===== config.mk =====
export PLATFORM = sky130hd
export DESIGN_NAME = uart_hex_sender
export DESIGN_NICKNAME = d
export VERILOG_FILES = /design/src/rtl/uart_hex_pkg.sv /design/src/rtl/nibble_to_ascii.sv /design/src/rtl/uart_hex_sender.sv
export SDC_FILE = /design/constraint.sdc
export NUM_CORES = 1
export LEC_CHECK = 0
export BUFFER_PORTS_ARGS = -buffer_cell sky130_fd_sc_hd__clkbuf_2
export CORE_UTILIZATION = 41
export CTS_CLUSTER_DIAMETER = 120
export DETAILED_ROUTE_END_ITERATION = 12
export REMOVE_ABC_BUFFERS = 1
export SLEW_MARGIN = 25
export SYNTH_ARGS = -nofsm -noshare
export SYNTH_HDL_FRONTEND = slang
export SYNTH_SLANG_ARGS = --single-unit

===== constraint.sdc =====
create_clock -name CLK -period 1.95 [get_ports CLK]
set_input_delay 0.195 -clock CLK [delete_from_list [all_inputs] [get_ports CLK]]
set_output_delay 0.195 -clock CLK [all_outputs]
set_load 0.02 [all_outputs]

===== src/rtl/uart_hex_pkg.sv =====
// Shared definitions for the UART hex sender/capture path: FSM states, ASCII codes,
// default payload width.
package uart_hex_pkg;

  typedef enum logic [2:0] {
    StIdle,
    StSend,
    StGap,
    StTerm,
    StFin
  } hex_state_e;

  localparam logic [7:0] ASCII_CR = 8'h0D;
  localparam logic [7:0] ASCII_LF = 8'h0A;
  localparam logic [7:0] ASCII_0  = 8'h30;
  localparam logic [7:0] ASCII_A  = 8'h41;

  localparam int unsigned HEX_DATA_W = 66;

endpackage


===== src/rtl/nibble_to_ascii.sv =====
// Combinational 4-bit to uppercase ASCII hex character encoder.
module nibble_to_ascii
  import uart_hex_pkg::*;
(
  input  logic [3:0] nibble,
  output logic [7:0] ascii
);

  always_comb begin
    ascii = ASCII_0;
    if (nibble < 4'd10) begin
      ascii = ASCII_0 + {4'h0, nibble};
    end else begin
      ascii = ASCII_A + {4'h0, nibble} - 8'd10;
    end
  end

endmodule


===== src/rtl/uart_hex_sender.sv =====
// Sends a latched word MSB-first as uppercase ASCII hex into the UART TX FIFO.
// Define UART_HEX_CRLF_EN to append CR LF to every frame.
module uart_hex_sender
  import uart_hex_pkg::*;
#(
  parameter int unsigned DATA_W = HEX_DATA_W
) (
  input  logic              CLK,
  input  logic              RST_N,
  input  logic              start,
  input  logic [DATA_W-1:0] data_in,
  input  logic              tx_full,
  output logic              write_uart,
  output logic [7:0]        write_data,
  output logic              busy,
  output logic              done
);

  localparam int unsigned NUM_DIGITS = (DATA_W + 3) / 4;
  localparam int unsigned SHIFT_W    = 4 * NUM_DIGITS;
  localparam int unsigned CNT_W      = (NUM_DIGITS > 1) ? $clog2(NUM_DIGITS) : 1;
  localparam logic [CNT_W-1:0] LAST_CNT = CNT_W'(NUM_DIGITS - 1);

  hex_state_e         state_q, state_d;
  logic [SHIFT_W-1:0] shreg_q, shreg_d;
  logic [CNT_W-1:0]   cnt_q, cnt_d;
  logic               wr_q, wr_d;
  logic [7:0]         wdata_q, wdata_d;
  logic               busy_q, busy_d;
  logic               done_q, done_d;
  logic [7:0]         hex_char;

`ifdef UART_HEX_CRLF_EN
  // in_term: GAP belongs to the CR/LF tail; crlf_sel: 0 = CR next, 1 = LF next
  logic in_term_q, in_term_d;
  logic crlf_sel_q, crlf_sel_d;
`endif

  nibble_to_ascii u_enc (
    .nibble (shreg_q[SHIFT_W-1 -: 4]),
    .ascii  (hex_char)
  );

  always_comb begin
    state_d = state_q;
    shreg_d = shreg_q;
    cnt_d   = cnt_q;
    wr_d    = 1'b0;
    wdata_d = wdata_q;
    done_d  = 1'b0;
    busy_d  = (state_q != StIdle);
`ifdef UART_HEX_CRLF_EN
    in_term_d  = in_term_q;
    crlf_sel_d = crlf_sel_q;
`endif

    unique case (state_q)
      StIdle: begin
        if (start) begin
          shreg_d = SHIFT_W'(data_in);
          cnt_d   = LAST_CNT;
          state_d = StSend;
`ifdef UART_HEX_CRLF_EN
          in_term_d  = 1'b0;
          crlf_sel_d = 1'b0;
`endif
        end
      end

      StSend: begin
        if (!tx_full) begin
          wr_d    = 1'b1;
          wdata_d = hex_char;
          state_d = StGap;
        end
      end

      StGap: begin
`ifdef UART_HEX_CRLF_EN
        if (in_term_q) begin
          if (!crlf_sel_q) begin
            crlf_sel_d = 1'b1;
            state_d    = StTerm;
          end else begin
            state_d = StFin;
          end
        end else begin
          shreg_d = shreg_q << 4;
          if (cnt_q == '0) begin
            in_term_d  = 1'b1;
            crlf_sel_d = 1'b0;
            state_d    = StTerm;
          end else begin
            cnt_d   = cnt_q - 1'b1;
            state_d = StSend;
          end
        end
`else
        shreg_d = shreg_q << 4;
        if (cnt_q == '0) begin
          state_d = StFin;
        end else begin
          cnt_d   = cnt_q - 1'b1;
          state_d = StSend;
        end
`endif
      end

`ifdef UART_HEX_CRLF_EN
      StTerm: begin
        if (!tx_full) begin
          wr_d    = 1'b1;
          wdata_d = crlf_sel_q ? ASCII_LF : ASCII_CR;
          state_d = StGap;
        end
      end
`endif

      StFin: begin
        done_d  = 1'b1;
        state_d = StIdle;
      end

      default: state_d = StIdle;
    endcase
  end

  always_ff @(posedge CLK or negedge RST_N) begin
    if (!RST_N) begin
      state_q <= StIdle;
      shreg_q <= '0;
      cnt_q   <= '0;
      wr_q    <= 1'b0;
      wdata_q <= 8'h00;
      busy_q  <= 1'b0;
      done_q  <= 1'b0;
    end else begin
      state_q <= state_d;
      shreg_q <= shreg_d;
      cnt_q   <= cnt_d;
      wr_q    <= wr_d;
      wdata_q <= wdata_d;
      busy_q  <= busy_d;
      done_q  <= done_d;
    end
  end

`ifdef UART_HEX_CRLF_EN
  always_ff @(posedge CLK or negedge RST_N) begin
    if (!RST_N) begin
      in_term_q  <= 1'b0;
      crlf_sel_q <= 1'b0;
    end else begin
      in_term_q  <= in_term_d;
      crlf_sel_q <= crlf_sel_d;
    end
  end
`endif

  assign write_uart = wr_q;
  assign write_data = wdata_q;
  assign busy       = busy_q;
  assign done       = done_q;

endmodule


# Yosys cells after proc, flatten, opt, wreduce, memory -nomap -nowiden
# Cells that the tools add are included.
totals:
  regBits: 87
  in_bits: 70
  output_inout_bits: 11
  wordCells: 40
classes:
  addsub: 4
  n_lt_le_gt_ge: 1
  n_eq_ne: 6
  mux: 13
  bitwise: 1
  n_reduce_logical: 8
ops:
  columns: ["cell", "count"]
  rows:
  - ["$pmux W68 S2", 1]
  - ["$mux W68", 1]
  - ["$mux W5", 2]
  - ["$pmux W5 S2", 1]
  - ["$mux W3", 3]
  - ["$pmux W3 S3", 1]
  - ["$add A7 B4 Y8 const A", 1]
  - ["$mux W8", 1]
  - ["$sub A8 B4 Y8 const B", 1]
  - ["$add A6 B4 Y7 const A", 1]
  - ["$ne A2 B2 Y1 const B", 3]
  - ["$reduce_and A2 Y1", 3]
  - ["$logic_not A5 Y1", 1]
  - ["$sub A5 B1 Y5 const B", 1]
  - ["$lt A4 B4 Y1 const B", 1]
  - ["$eq A3 B1 Y1 const B", 1]
  - ["$eq A3 B2 Y1 const B", 1]
  - ["$eq A3 B3 Y1 const B", 1]
  - ["$logic_not A3 Y1", 1]
  - ["$mux W1", 3]
  - ["$reduce_and A3 Y1", 1]
  - ["$reduce_bool A3 Y1", 1]
  - ["$reduce_bool A2 Y1", 1]
  - ["$not A1 Y1", 1]

# Logic depth before layout (Yosys ltp)
# Gate-level depths: netlist (run 1).
depth:
  word_depth: 3
  mapped_depth: 6
  ltp_nobuf: 5

# Cells and area by module
# From an unflattened synthesis (run 1), not the netlist that was laid out.
hier_totals:
  cells_unflattened: 437
  hier_area_um2: 3918.8
modules_own_cells:
  columns: ["mod", "n_inst", "cells_per_inst", "area_each_um2", "seq_area_each_um2"]
  rows:
  - ["uart_hex_sender", 1, 421, 3813.7, 2177.1]
  - ["nibble_to_ascii", 1, 16, 105.1, 0.0]

# Worst setup path after synthesis (run 1)
# OpenSTA, ideal clock, no wires.
synth_path:
  path_type: "flip-flop to flip-flop"
  start: "register cnt_q[0]"
  end: "register cnt_q[0]"
  setup_ns: 0.125
  arrival_time_ns: 1.564
  t_required_ns: 1.825
  setup_slack_ns: 0.261
  path_stages_with_launch: 6
  path_buffers: 0
  period_less_slack_ns: 1.689
  path_cell_list: "dfrtp_1 > inv_1 > ha_1 > or4b_4 > and2_4 > mux2_4"
synth_between:
  elab_chain_cells: 3
  elab_cells_between_ends: 6
  cone_classes: "1 x add/sub; 1 x eq/ne; 2 x mux; 2 x reduce/logical"
synth_rtl:
  columns: ["element", "line", "source"]
  rows:
  - ["start, declared", "uart_hex_sender.sv:26", "logic [CNT_W-1:0] cnt_q, cnt_d;"]
  - ["start signal, assigned", "uart_hex_sender.sv:140", "cnt_q <= cnt_d;"]
  - ["$sub A5 B1 Y5 or $logic_not A5 Y1 (tied branches)", "uart_hex_sender.sv:103, uart_hex_sender.sv:100", null]
  - ["$mux W5 or $ne A2 B2 Y1 (tied branches)", null, null]
  - ["$pmux W5 S2 or $reduce_and A3 Y1 (tied branches)", null, null]
# Several ways; a longest one is shown, not always the timed one. The select of a mux whose other input is x is not followed.
# A chain may end at the register's enable or synchronous reset.

# Worst setup path after layout (run 1)
layout_path:
  start: "register cnt_q[0]"
  end: "register cnt_q[2]"
# Same word-level chain as after synthesis.

==> results of run 1 <==
cell type report:
class	instances	area [µm²]	area share, %
well taps	129	161.4	3.306
clock buffers	10	127.6	2.614
flip-flops and latches	86	2153	44.11
clock inverters	6	110.1	2.255
repair buffers	93	568.0	11.64
inverters	6	22.52	0.4613
multi-input cells	181	1739	35.62
cells by family after synthesis:
family	share of synthesized area, %
compound gates	9.134
xor+xnor	0.2190
fa+ha+maj	0.6255
buf+inv	3.159
flops	53.80
mux	25.30
other cells	0.09375
simple gates	7.663
placed cells by master (no fill, tap or decap), types with 2 or more instances in the layout:
| cell | instances |
|---|---|
| mux2_2 | 85 |
| dfrtp_1 | 85 |
| clkbuf_2 | 78 |
| a221o_1 | 21 |
| and2_1 | 19 |
| clkbuf_8 | 9 |
| buf_4 | 9 |
| nor2_1 | 7 |
| inv_1 | 6 |
| a22o_1 | 6 |
| a21oi_1 | 6 |
| buf_12 | 5 |
| nand2_1 | 4 |
| mux2i_1 | 4 |
| bufinv_16 | 3 |
| nor3b_1 | 2 |
| o21ai_0 | 2 |
| ha_1 | 2 |
| clkinvlp_4 | 2 |
final timing paths:
path	from	endpoint	slack [ns]	cells past startpoint
hold / removal	tx_full	state_q[1]	0.04	2
setup reg to reg	cnt_q[0]	cnt_q[2]	0.16	5
setup / recovery	cnt_q[0]	cnt_q[2]	0.16	5
hold reg to reg	write_data[4]	write_data[4]	0.50	1
min in group asynchronous	RST_N	shreg_q[34]	0.20	2
max in group asynchronous	RST_N	shreg_q[8]	1.14	3
state kept, by name, summed over array words and instances, names as in the netlist:
| signal | cells |
|---|---|
| shreg_q | 68 |
| write_data | 7 |
| cnt_q | 5 |
| state_q | 3 |
| busy | 1 |
| done | 1 |
| write_uart | 1 |
power breakdown:
group          total [W]  internal, W  switching [W]
logic            0.00273      0.00159        0.00113
registers        0.00308      0.00263       0.000453
clock network    0.00148     0.000849       0.000630
total            0.00728      0.00507        0.00222
routing by layer:
layer	routed length (µm)	track usage, %
met5	0	0
met4	67	5.351
met3	320	4.646
met2	3304	24.92
met1	3569	20.48
stage by stage:
stage | setup TNS, ns | utilization (%)
after CTS | 0 | 52.34
final | 0 | 52.34
after floorplan | -190.10 | -
after global routing | 0 | 52.34
after global placement | 0 | 49.68
after detailed placement | 0 | 49.68
synthesized netlist by cell type, drive strengths merged:
master / n
a211oi: 1
a21boi: 1
a21oi: 6
a221o: 21
a22o: 6
a41oi: 1
and2: 20
and2b: 1
and3b: 1
and4b: 1
buf: 19
clkbuf: 2
conb: 1
dfrtp: 86
ha: 2
inv: 6
mux2: 86
mux2i: 4
nand2: 4
nand3b: 1
nor2: 7
nor2b: 1
nor3b: 3
nor4: 1
nor4b: 3
o211ai: 1
o21a: 1
o21ai: 3
o311a: 1
o31ai: 1
or4b: 1
xnor2: 1
==> qor.log, run 1 <==
qor: critical_path.crit_required 2.18 ns
qor: global_routing.grt.overflow.total 0
qor: route.viasPerCell 4.949
qor: clock_tree.post_cts.resized_instances 0
qor: critical_path.timing.critical_path.buf_inv 1
qor: yosys.yosys_register_bits 86
qor: route.first_pass_iters 4
qor: route.route.detailed.wl_per_inst 14.21 µm
qor: yosys.mappedNetlistArea 0.004000 mm²
qor: critical_path.crit_path_start_kind flip-flop
qor: sta.fmaxAchievable 558.8 MHz
qor: yosys.synth_cell_types 40
qor: placement.placedCellCount 494
qor: critical_path.path_max_fanout 4
qor: sta.timing.final.ws_setup 0.1604 ns
qor: floorplanning.boundaryPins 81
qor: yosys.post_synth.cell_area_avg 13.61 µm²
qor: layout.antenna_cells 0
qor: placement.detailedPlace.worstSlack 0.1541 ns
qor: yosys.synth.yosys.warnings 0
qor: yosys.synthTopCellsByArea dfrtp_1 (54%), mux2_2 (24%), a221o_1 (5.3%)
qor: pwr.irDropWorstVdd 553.7 µV
qor: clock_tree.postCtsSetupBuffers 0
qor: run.maxCapViolations 0
qor: yosys.synth.top_cell.area_share 53.80%
qor: critical_path.cp_slowest_cell or4b_4
qor: layout.area_growth 22.05%
qor: critical_path.path_delay_family simple AND/OR/NAND/NOR gates
qor: clock_tree.clkSlewWorstSetupHoldPaths 0.09 ns
qor: sta.final_period_minus_worst_setup_slack 1.790 ns
qor: yosys.postSynthCellCount 294
qor: clock_tree.cts_sinks 86
qor: floorplanning.floorplan.die.height 100.8 µm
qor: placement.portBuffers 79
qor: clock_tree.cts.hold.buffers_added 1
qor: pwr.overall_power_of_the_completed_layout 0.007284 W
qor: sta.worst_hold_slack 0.04381 ns
qor: global_routing.grt_first_pass_wirelength 12230 µm
qor: sta.slew_violations 0
qor: clock_tree.cts_root_buffer clkbuf_8
qor: route.routed_wl 7262 µm
qor: floorplanning.die_width 100.8 µm
qor: critical_path.worst-endpoint-arrival 2.02 ns
qor: sta.final-hold-violation-count 0
qor: floorplanning.design.die.area 0.01016 mm²
qor: yosys.synth_sequential_area_ratio 53.80%
qor: run_status.outcome complete, no violations
qor: critical_path.timing.critical_path.cells inv_1 > ha_1 > or4b_4 > and2_4 > a221o_1
qor: layout.fillers 834
qor: sta.finalSetupViolCount 0
qor: yosys.netlist.top_cell.by_area dfrtp_1
qor: global_routing.antenna_found_initial 0
qor: sta.timing.clock.skew 0.008381 ns
qor: layout.num-nets-final 449
qor: layout.stdcell_count 511
qor: critical_path.criticalPathCategory reg -> reg
qor: floorplanning.placementRows 35
qor: clock_tree.tritoncts done
qor: sta.timing_worst_slew_pin_value 0.5192 ns
qor: floorplanning.coreArea 0.009328 mm²
qor: clock_tree.clk_latency 0.35 ns
qor: layout.ratio_of_cells_with_drive_above_1_in_the_final_layout 53.14%
qor: layout.postLayoutCellArea 0.004882 mm²
qor: global_routing.grt.total_usage 15.68%
qor: global_routing.via_count_of_the_first_global_routing_pass 2569
qor: pwr.p_leak 2.226 nW
qor: placement.detailed_place.area 0.004634 mm²
qor: global_routing.grt_max_degree 50
qor: route.route.detailed.drc 0
qor: sta.slew-limit-headroom 65.26%
qor: route.drt-initial-drc-count 91
qor: floorplanning.starting_density_of_the_core 42.88%
qor: clock_tree.cts_htree_levels 3
qor: worst_hold_path.hold_path.class in -> reg
qor: clock_tree.cts.path.max_buffers 2
qor: pwr.cellPowerDensity 1492 mW/mm²
qor: clock_tree.cts_inserted_buffers 9
qor: sta.min_period_over_period 91.77%
qor: critical_path.cp-end-kind flip-flop
qor: sta.rsz0062_at_grt no
qor: critical_path.critical_path.max_stage_delay 0.49 ns
qor: placement.detailedPlacementHpwl 4903 µm
qor: route.vias 2529
qor: route.count_of_antenna_violating_nets_left_after_detailed_routing 0
qor: placement.gp_routability_congestion 0.7298
Note: power is estimated with default switching activity, not from simulation.
==> inputs of run 2 (changes only) <==
--- a/config.mk
+++ b/config.mk
@@ -5,7 +5,7 @@
 export SDC_FILE = /design/constraint.sdc
 export NUM_CORES = 1
 export LEC_CHECK = 0
-export BUFFER_PORTS_ARGS = -buffer_cell sky130_fd_sc_hd__clkbuf_2
+export BUFFER_PORTS_ARGS = -buffer_cell sky130_fd_sc_hd__buf_2
 export CORE_UTILIZATION = 41
 export CTS_CLUSTER_DIAMETER = 120
 export DETAILED_ROUTE_END_ITERATION = 12
==> run 2 against run 1 <==
Compared with the run above:
- wire length about the same
- sequential share of layout area down 0.38 points
- register-to-register slack about the same
- total power up 2.9%
- largest cell class unchanged
- clock power up 14%
- fmax down 0.44%
- via count up 0.20%
- largest power group unchanged
- non-clock buffer count unchanged
- core utilization up 0.46 points
- sequential power about the same
==> qor.log, run 2 (synthesis results as in run 1) <==
qor: sta.fin_tns_setup 0 ns
qor: route.first_pass_iters 4
qor: sta.final_period_minus_worst_setup_slack 1.797 ns
qor: critical_path.worstReg2RegEnd cnt_q[2]
qor: floorplanning.die_width 100.8 µm
qor: global_routing.via_count_of_the_first_global_routing_pass 2594
qor: critical_path.rrSetupSlack 0.15 ns
qor: critical_path.cp-end-kind flip-flop
qor: layout.antenna_cells 0
qor: sta.timing_worst_slew_pin_value 0.5492 ns
qor: layout.stdcell_count 511
qor: clock_tree.cts_sinks 86
qor: route.count_of_antenna_violating_nets_left_after_detailed_routing 0
qor: pwr.irDropWorstVdd 551.1 µV
qor: critical_path.crit_path_start_kind flip-flop
qor: pwr.p_leak 2.237 nW
qor: critical_path.criticalPathCategory reg -> reg
qor: layout.fillers 838
qor: placement.detailedPlacementHpwl 5012 µm
qor: worst_hold_path.timing.hold.worst.start tx_full
qor: sta.slew-limit-headroom 63.25%
qor: global_routing.antenna_found_initial 0
qor: critical_path.timing.reg2reg.worst_path_depth 5
qor: placement.placedCellCount 494
qor: sta.slew_violations 0
qor: floorplanning.starting_density_of_the_core 42.88%
qor: critical_path.cp_slowest_cell or4b_4
qor: layout.ratio_of_cells_with_drive_above_1_in_the_final_layout 53.40%
qor: layout.largest_register_ffs 68
qor: layout.max_flop_register shreg_q
qor: clock_tree.cts.path.max_buffers 2
qor: clock_tree.post_cts.resized_instances 0
qor: sta.rsz0062_at_grt no
qor: placement.gp_routability_congestion 0.7391
qor: floorplanning.coreArea 0.009328 mm²
qor: global_routing.grt.total_usage 15.35%
qor: global_routing.grt_util_met2 24.55%
qor: global_routing.globalRoute.busiestLayer met2
qor: global_routing.grt_first_pass_wirelength 12100 µm
qor: floorplanning.boundaryPins 81
qor: clock_tree.cts_root_buffer clkbuf_8
qor: route.route.detailed.drc 0
qor: run_status.outcome complete, no violations
qor: route.vias 2534
qor: sta.finalSetupViolCount 0
qor: global_routing.grt_max_degree 45
qor: critical_path.path_max_fanout 4
qor: placement.portBuffers 79
qor: sta.fmaxAchievable 556.3 MHz
qor: worst_hold_path.hold_path.class in -> reg
qor: global_routing.grt.overflow.total 0
qor: critical_path.worst-endpoint-arrival 2.02 ns
qor: layout.num-nets-final 449
qor: route.routed_wl 7267 µm
qor: critical_path.timing.critical_path.cells inv_1 > ha_1 > or4b_4 > and2_4 > a221o_1
qor: critical_path.critical_path.max_stage_delay 0.50 ns
qor: floorplanning.design.die.area 0.01016 mm²
qor: critical_path.crit_required 2.17 ns
qor: global_routing.met3_usage 3.883%
qor: worst_hold_path.hold_path_cell_cnt 2
qor: layout.area_growth 23.12%
qor: critical_path.path_delay_family simple AND/OR/NAND/NOR gates
qor: sta.timing.clock.skew 0.006552 ns
qor: route.viasPerCell 4.959
qor: run.maxCapViolations 0
qor: pwr.cellPowerDensity 1522 mW/mm²
qor: worst_hold_path.min_delay_worst_endpoint state_q[1]
qor: clock_tree.cts_inserted_buffers 9
qor: sta.final-hold-violation-count 0
qor: critical_path.timing.critical_path.buf_inv 1
qor: clock_tree.cts_htree_levels 3
qor: clock_tree.tritoncts done
qor: global_routing.global_route.usage.met1 20.43%
qor: route.drt-initial-drc-count 72
qor: layout.commonest_non_fill_non_tap_cells_in_the_layout mux2_2 (85), dfrtp_1 (85), buf_2 (78)
qor: critical_path.crit-reg2reg-launch cnt_q[0]
qor: sta.worst_hold_slack 0.05725 ns
qor: sta.min_period_over_period 92.18%
qor: floorplanning.floorplan.die.height 100.8 µm
qor: floorplanning.placementRows 35
qor: clock_tree.clkSlewWorstSetupHoldPaths 0.08 ns
qor: clock_tree.clk_latency 0.34 ns
qor: route.route.detailed.wl_per_inst 14.22 µm
## run 2: cell count changes in the layout (fill, tap and decap cells not counted)
cell	change
clkinvlp_4	-2
clkbuf_1	-1
clkinv_4	+1
clkbuf_2	-78
bufinv_16	+1
buf_2	+78
clkbuf_8	+2
clkinv_2	-1
## run 2: layer usage
| metal | vias up | wire, µm |
|---|---|---|
| met2 | 56 | 3333 |
| li1 | 1241 | - |
| met5 | - | 0 |
| met1 | 1233 | 3531 |
| met4 | 0 | 43 |
| met3 | 4 | 358 |
## run 2: what timing repair did
item / in CTS / in global routing
setup buffers: 0 / 0
hold endpoints to repair: 39 / 0
hold buffers: 1 / 0
## run 2: worst max path at each step
stage                     startpoint          end  slack, ns  depth (start not counted)
after global routing        cnt_q[0]     cnt_q[2]       0.09                          5
after detailed placement    cnt_q[0]     cnt_q[3]       0.15                          5
after CTS                   cnt_q[0]     cnt_q[2]       0.16                          5
final                       cnt_q[0]     cnt_q[2]       0.15                          5
after global placement      cnt_q[0]     cnt_q[0]       0.21                          5
after floorplan           state_q[1]  shreg_q[13]      -2.71                          2
## run 2: power by group
part           total (W)  internal (W)  switching, W
logic            0.00273       0.00159       0.00114
clock network    0.00169       0.00105      0.000632
registers        0.00308       0.00263      0.000456
## run 2: cell type report
| cell class | count | area [µm²] | share of cell area [%] |
|---|---|---|---|
| Clock inverter | 5 | 128.9 | 2.617 |
| Inverter | 6 | 22.52 | 0.4573 |
| Timing Repair Buffer | 93 | 568.0 | 11.53 |
| Multi-Input combinational cell | 181 | 1739 | 35.32 |
| Sequential cell | 86 | 2153 | 43.72 |
| Clock buffer | 11 | 151.4 | 3.074 |
| Tap cell | 129 | 161.4 | 3.277 |
## run 2: per-stage QoR
step	worst slack, ns	total power, W	util [%]	area, µm²
floorplan	-2.707	0.005080	-	3896
global placement	0.2140	0.005776	49.68	4634
CTS	0.1575	0.007597	52.80	4925
detailed placement	0.1510	0.005886	49.68	4634
global route	0.09017	0.007978	52.80	4925
finish	0.1525	0.007495	52.80	4925
==> inputs of run 3 (changes only) <==
--- a/config.mk
+++ b/config.mk
@@ -5,6 +5,7 @@
 export SDC_FILE = /design/constraint.sdc
 export NUM_CORES = 1
 export LEC_CHECK = 0
+export ABC_AREA = 1
 export BUFFER_PORTS_ARGS = -buffer_cell sky130_fd_sc_hd__buf_2
 export CORE_UTILIZATION = 41
 export CTS_CLUSTER_DIAMETER = 120
==> constraint.sdc (replaced) <==
create_clock -name CLK -period 2.29 [get_ports CLK]
set_input_delay 0.229 -clock CLK [delete_from_list [all_inputs] [get_ports CLK]]
set_output_delay 0.229 -clock CLK [all_outputs]
set_load 0.02 [all_outputs]
==> run 3 against run 2 <==
Compared with the run above:
- clock power fell by 27%
- area after synthesis rose by 2.1%
- via count rose by 41%
- critical path type unchanged
- final area fell by 1.9%
- highest routed layer unchanged
- setup slack improved by 0.54 ns
- sequential share of layout area rose by 0.82 points
- fmax rose by 12%
==> qor.log, run 3 <==
qor: floorplanning.placementRows 36
qor: sta.timing.clock.skew 0.01109 ns
qor: clock_tree.clk_latency 0.35 ns
qor: pwr.comb_power_share 36.2%
qor: pwr.irDropWorstVdd 448.9 µV
qor: yosys.synth_common_cells nand2_1 (352), dfrtp_1 (86), nand3_1 (28)
qor: route.count_of_antenna_violating_nets_left_after_detailed_routing 0
qor: yosys.synth-simple-area-share 37.79%
qor: placement.placedCellCount 747
qor: critical_path.path_max_fanout 24
qor: sta.final_period_minus_worst_setup_slack 1.599 ns
qor: critical_path.timing.critical_path.buf_inv 1
qor: yosys.postSynth.asyncResetShare 100.0%
qor: critical_path.criticalPathCategory reg -> reg
qor: pwr.share_seq_of_total_power 43.5%
qor: layout.max_flop_register shreg_q
qor: layout.stdcell_count 762
qor: pwr.overall_power_of_the_completed_layout 0.006032 W
qor: layout.largest_register_ffs 68
qor: sta.rsz0062_at_grt no
qor: layout.layout_commonest_cell nand2_1
qor: yosys.synthFlopType dfrtp_1
qor: route.routed_wl 9124 µm
qor: global_routing.grt_first_pass_wirelength 15170 µm
qor: placement.gp_routability_congestion 0.7774
qor: layout.ratio_of_cells_with_drive_above_1_in_the_final_layout 17.33%
qor: route.viasPerCell 4.705
qor: layout.fillers 1013
qor: global_routing.grt_max_degree 50
qor: layout.area_growth 18.25%
qor: yosys.post_synth_fa_ha_maj_area_fraction 0.6126%
qor: yosys.synth_top_family_by_area simple AND/OR/NAND/NOR gates
qor: critical_path.cp-end-kind flip-flop
qor: pwr.switching_power 0.002327 W
qor: floorplanning.die_width 101.8 µm
qor: placement.portBuffers 79
qor: pwr.clock_power_share 20.3%
qor: clock_tree.cts_htree_levels 3
qor: route.vias 3585
qor: yosys.yosys_register_bits 86
qor: clock_tree.tritoncts done
qor: critical_path.crit_top_cell nand3_1
qor: yosys.yosys.cell_count.top_type nand2_1
qor: sta.finalSetupViolCount 0
qor: yosys.synth.top_cell.area_share 52.68%
qor: clock_tree.cts_root_buffer clkbuf_8
qor: clock_tree.cts_inserted_buffers 9
qor: layout.postLayoutCellArea 0.004831 mm²
qor: floorplanning.coreArea 0.009729 mm²
qor: global_routing.grt.total_usage 18.64%
qor: yosys.synthTopCellsByArea dfrtp_1 (53%), nand2_1 (32%), nand3_1 (3.4%)
qor: sta.min_period_over_period 69.84%
qor: clock_tree.cts_sinks 86
qor: yosys.post_synth.cell_area_avg 7.387 µm²
qor: route.route.detailed.wl_per_inst 11.97 µm
qor: worst_hold_path.hold_path.class in -> reg
qor: floorplanning.floorplan.die.height 101.8 µm
qor: clock_tree.post_cts.resized_instances 0
qor: floorplanning.design.die.area 0.01037 mm²
qor: run_status.outcome complete, no violations
qor: yosys.synth_cell_types 20
qor: yosys.synth.mux.area_fraction 0%
qor: route.route.detailed.drc 0
qor: yosys.synth-xor-area-share 0%
qor: critical_path.path_delay_family simple AND/OR/NAND/NOR gates
qor: pwr.p_leak 2.735 nW
qor: pwr.internal_cell_power 0.003704 W
qor: critical_path.rrSetupSlack 0.69 ns
qor: floorplanning.starting_density_of_the_core 41.99%
qor: critical_path.critical_path.max_stage_delay 0.45 ns
qor: yosys.share_of_the_synthesized_area_in_compound_gates_ao_oa_aoi_oai 3.063%
qor: sta.final-hold-violation-count 0
qor: global_routing.via_count_of_the_first_global_routing_pass 3367
qor: route.drt-initial-drc-count 216
qor: yosys.mappedNetlistArea 0.004085 mm²
qor: critical_path.cp_slowest_cell dfrtp_1
qor: floorplanning.boundaryPins 81
qor: layout.commonest_non_fill_non_tap_cells_in_the_layout nand2_1 (351), dfrtp_1 (86), buf_2 (78)
qor: run.maxCapViolations 0
qor: global_routing.grt.overflow.total 0
qor: critical_path.crit_required 2.57 ns
qor: layout.num-nets-final 698
qor: placement.detailed_place.area 0.004597 mm²
qor: sta.timing_worst_slew_pin_value 0.6391 ns
qor: critical_path.worst-endpoint-arrival 1.88 ns
qor: yosys.synth_sequential_area_ratio 52.68%
qor: yosys.postSynthCellCount 553
qor: pwr.cellPowerDensity 1249 mW/mm²
qor: critical_path.crit_path_start_kind flip-flop
qor: sta.fmaxAchievable 625.3 MHz
qor: global_routing.antenna_found_initial 0
qor: pwr.switching_share 38.59%
qor: critical_path.timing.critical_path.cells nor2_4 > nand3_1 > inv_2 > o21ai_0 > nand3_1
qor: yosys.netlist.top_cell.by_area dfrtp_1
qor: sta.slew_violations 0
qor: yosys.synth_enable_flop_cells 0
qor: clock_tree.clkSlewWorstSetupHoldPaths 0.08 ns
qor: layout.antenna_cells 0
qor: route.first_pass_iters 6
qor: sta.slew-limit-headroom 57.39%
qor: placement.detailedPlacementHpwl 5892 µm
qor: clock_tree.cts.path.max_buffers 2
qor: yosys.synth.yosys.warnings 0
## run 3: changes by cell type in the layout (fill, tap and decap cells not counted), moves of 3 or more
cell     before  now
nand2_1       4  351
a221o_1      21    0
nand3_1       0   28
a21oi_1       6    2
mux2_2       85    0
inv_1         6   15
and2_1       19    0
o21ai_0       2   19
a22o_1        6    0
mux2i_1       4    0
nor2_1        7   10
## run 3: stage by stage
| step | setup TNS (ns) | hold slack (ns) | setup slack, ns | util [%] |
|---|---|---|---|---|
| 5_1_grt | 0 | 0.07647 | 0.5425 | 49.65 |
| 6_report | 0 | 0.07713 | 0.6908 | 49.65 |
| 3_3_place_gp | 0 | 0.3002 | 0.7942 | 47.25 |
| 3_5_place_dp | 0 | 0.3005 | 0.6895 | 47.25 |
| 2_1_floorplan | -179.27 | -0.06659 | -3.093 | - |
| 4_1_cts | 0 | 0.06734 | 0.6877 | 49.65 |
## run 3: kinds of logic after synthesis
| logic type | count (synthesis) |
|---|---|
| fa+ha+maj | 2 |
| simple gates | 396 |
| flops | 86 |
| compound gates | 24 |
| other cells | 1 |
| buf+inv | 44 |
## run 3: path summary, 6_finish.rpt
path | from | cells after the start | to
max in group asynchronous | RST_N | 3 | shreg_q[43]
worst min register to register | shreg_q[45] | 2 | shreg_q[45]
worst max register to register | state_q[2] | 5 | shreg_q[5]
worst min-delay path | data_in[3] | 3 | shreg_q[3]
min in group asynchronous | RST_N | 2 | write_data[0]
worst max-delay path | state_q[2] | 5 | shreg_q[5]
## run 3: layer usage
metal	up-vias	track usage, %	wire length [µm]
met5	-	0	0
met4	0	6.154	98
met3	9	2.873	355
met2	78	30.09	4296
met1	1673	25.85	4373
li1	1825	-	-
## run 3: timing repair
item	CTS	global route
hold endpoints to repair	47	0
hold buffers	1	0
buffers inserted	0	0
## run 3: layout make-up
cell class	instances	area (µm²)	share of cell area, %
timing repair buffer	89	513.0	10.62
multi-input combinational	423	1712	35.43
clock buffer	9	123.9	2.564
clock inverter	5	100.1	2.072
inverter	17	63.81	1.321
tap	133	166.4	3.445
sequential	86	2152	44.55
## run 3: tightest hold or removal path: stages
cell and delay [ns]:
buf_2 0.07, nand2_1 0.04, nand2_1 0.05
## run 3: power groups by stage
stage | combinational, W | sequential, W | clock, W
3_3_place_gp | 0.00215 | 0.00261 | 0
4_1_cts | 0.00222 | 0.00262 | 0.00125
2_1_floorplan | 0.00152 | 0.00262 | 0
3_5_place_dp | 0.00221 | 0.00264 | 0
6_report | 0.00218 | 0.00262 | 0.00123
5_1_grt | 0.00253 | 0.00271 | 0.00131
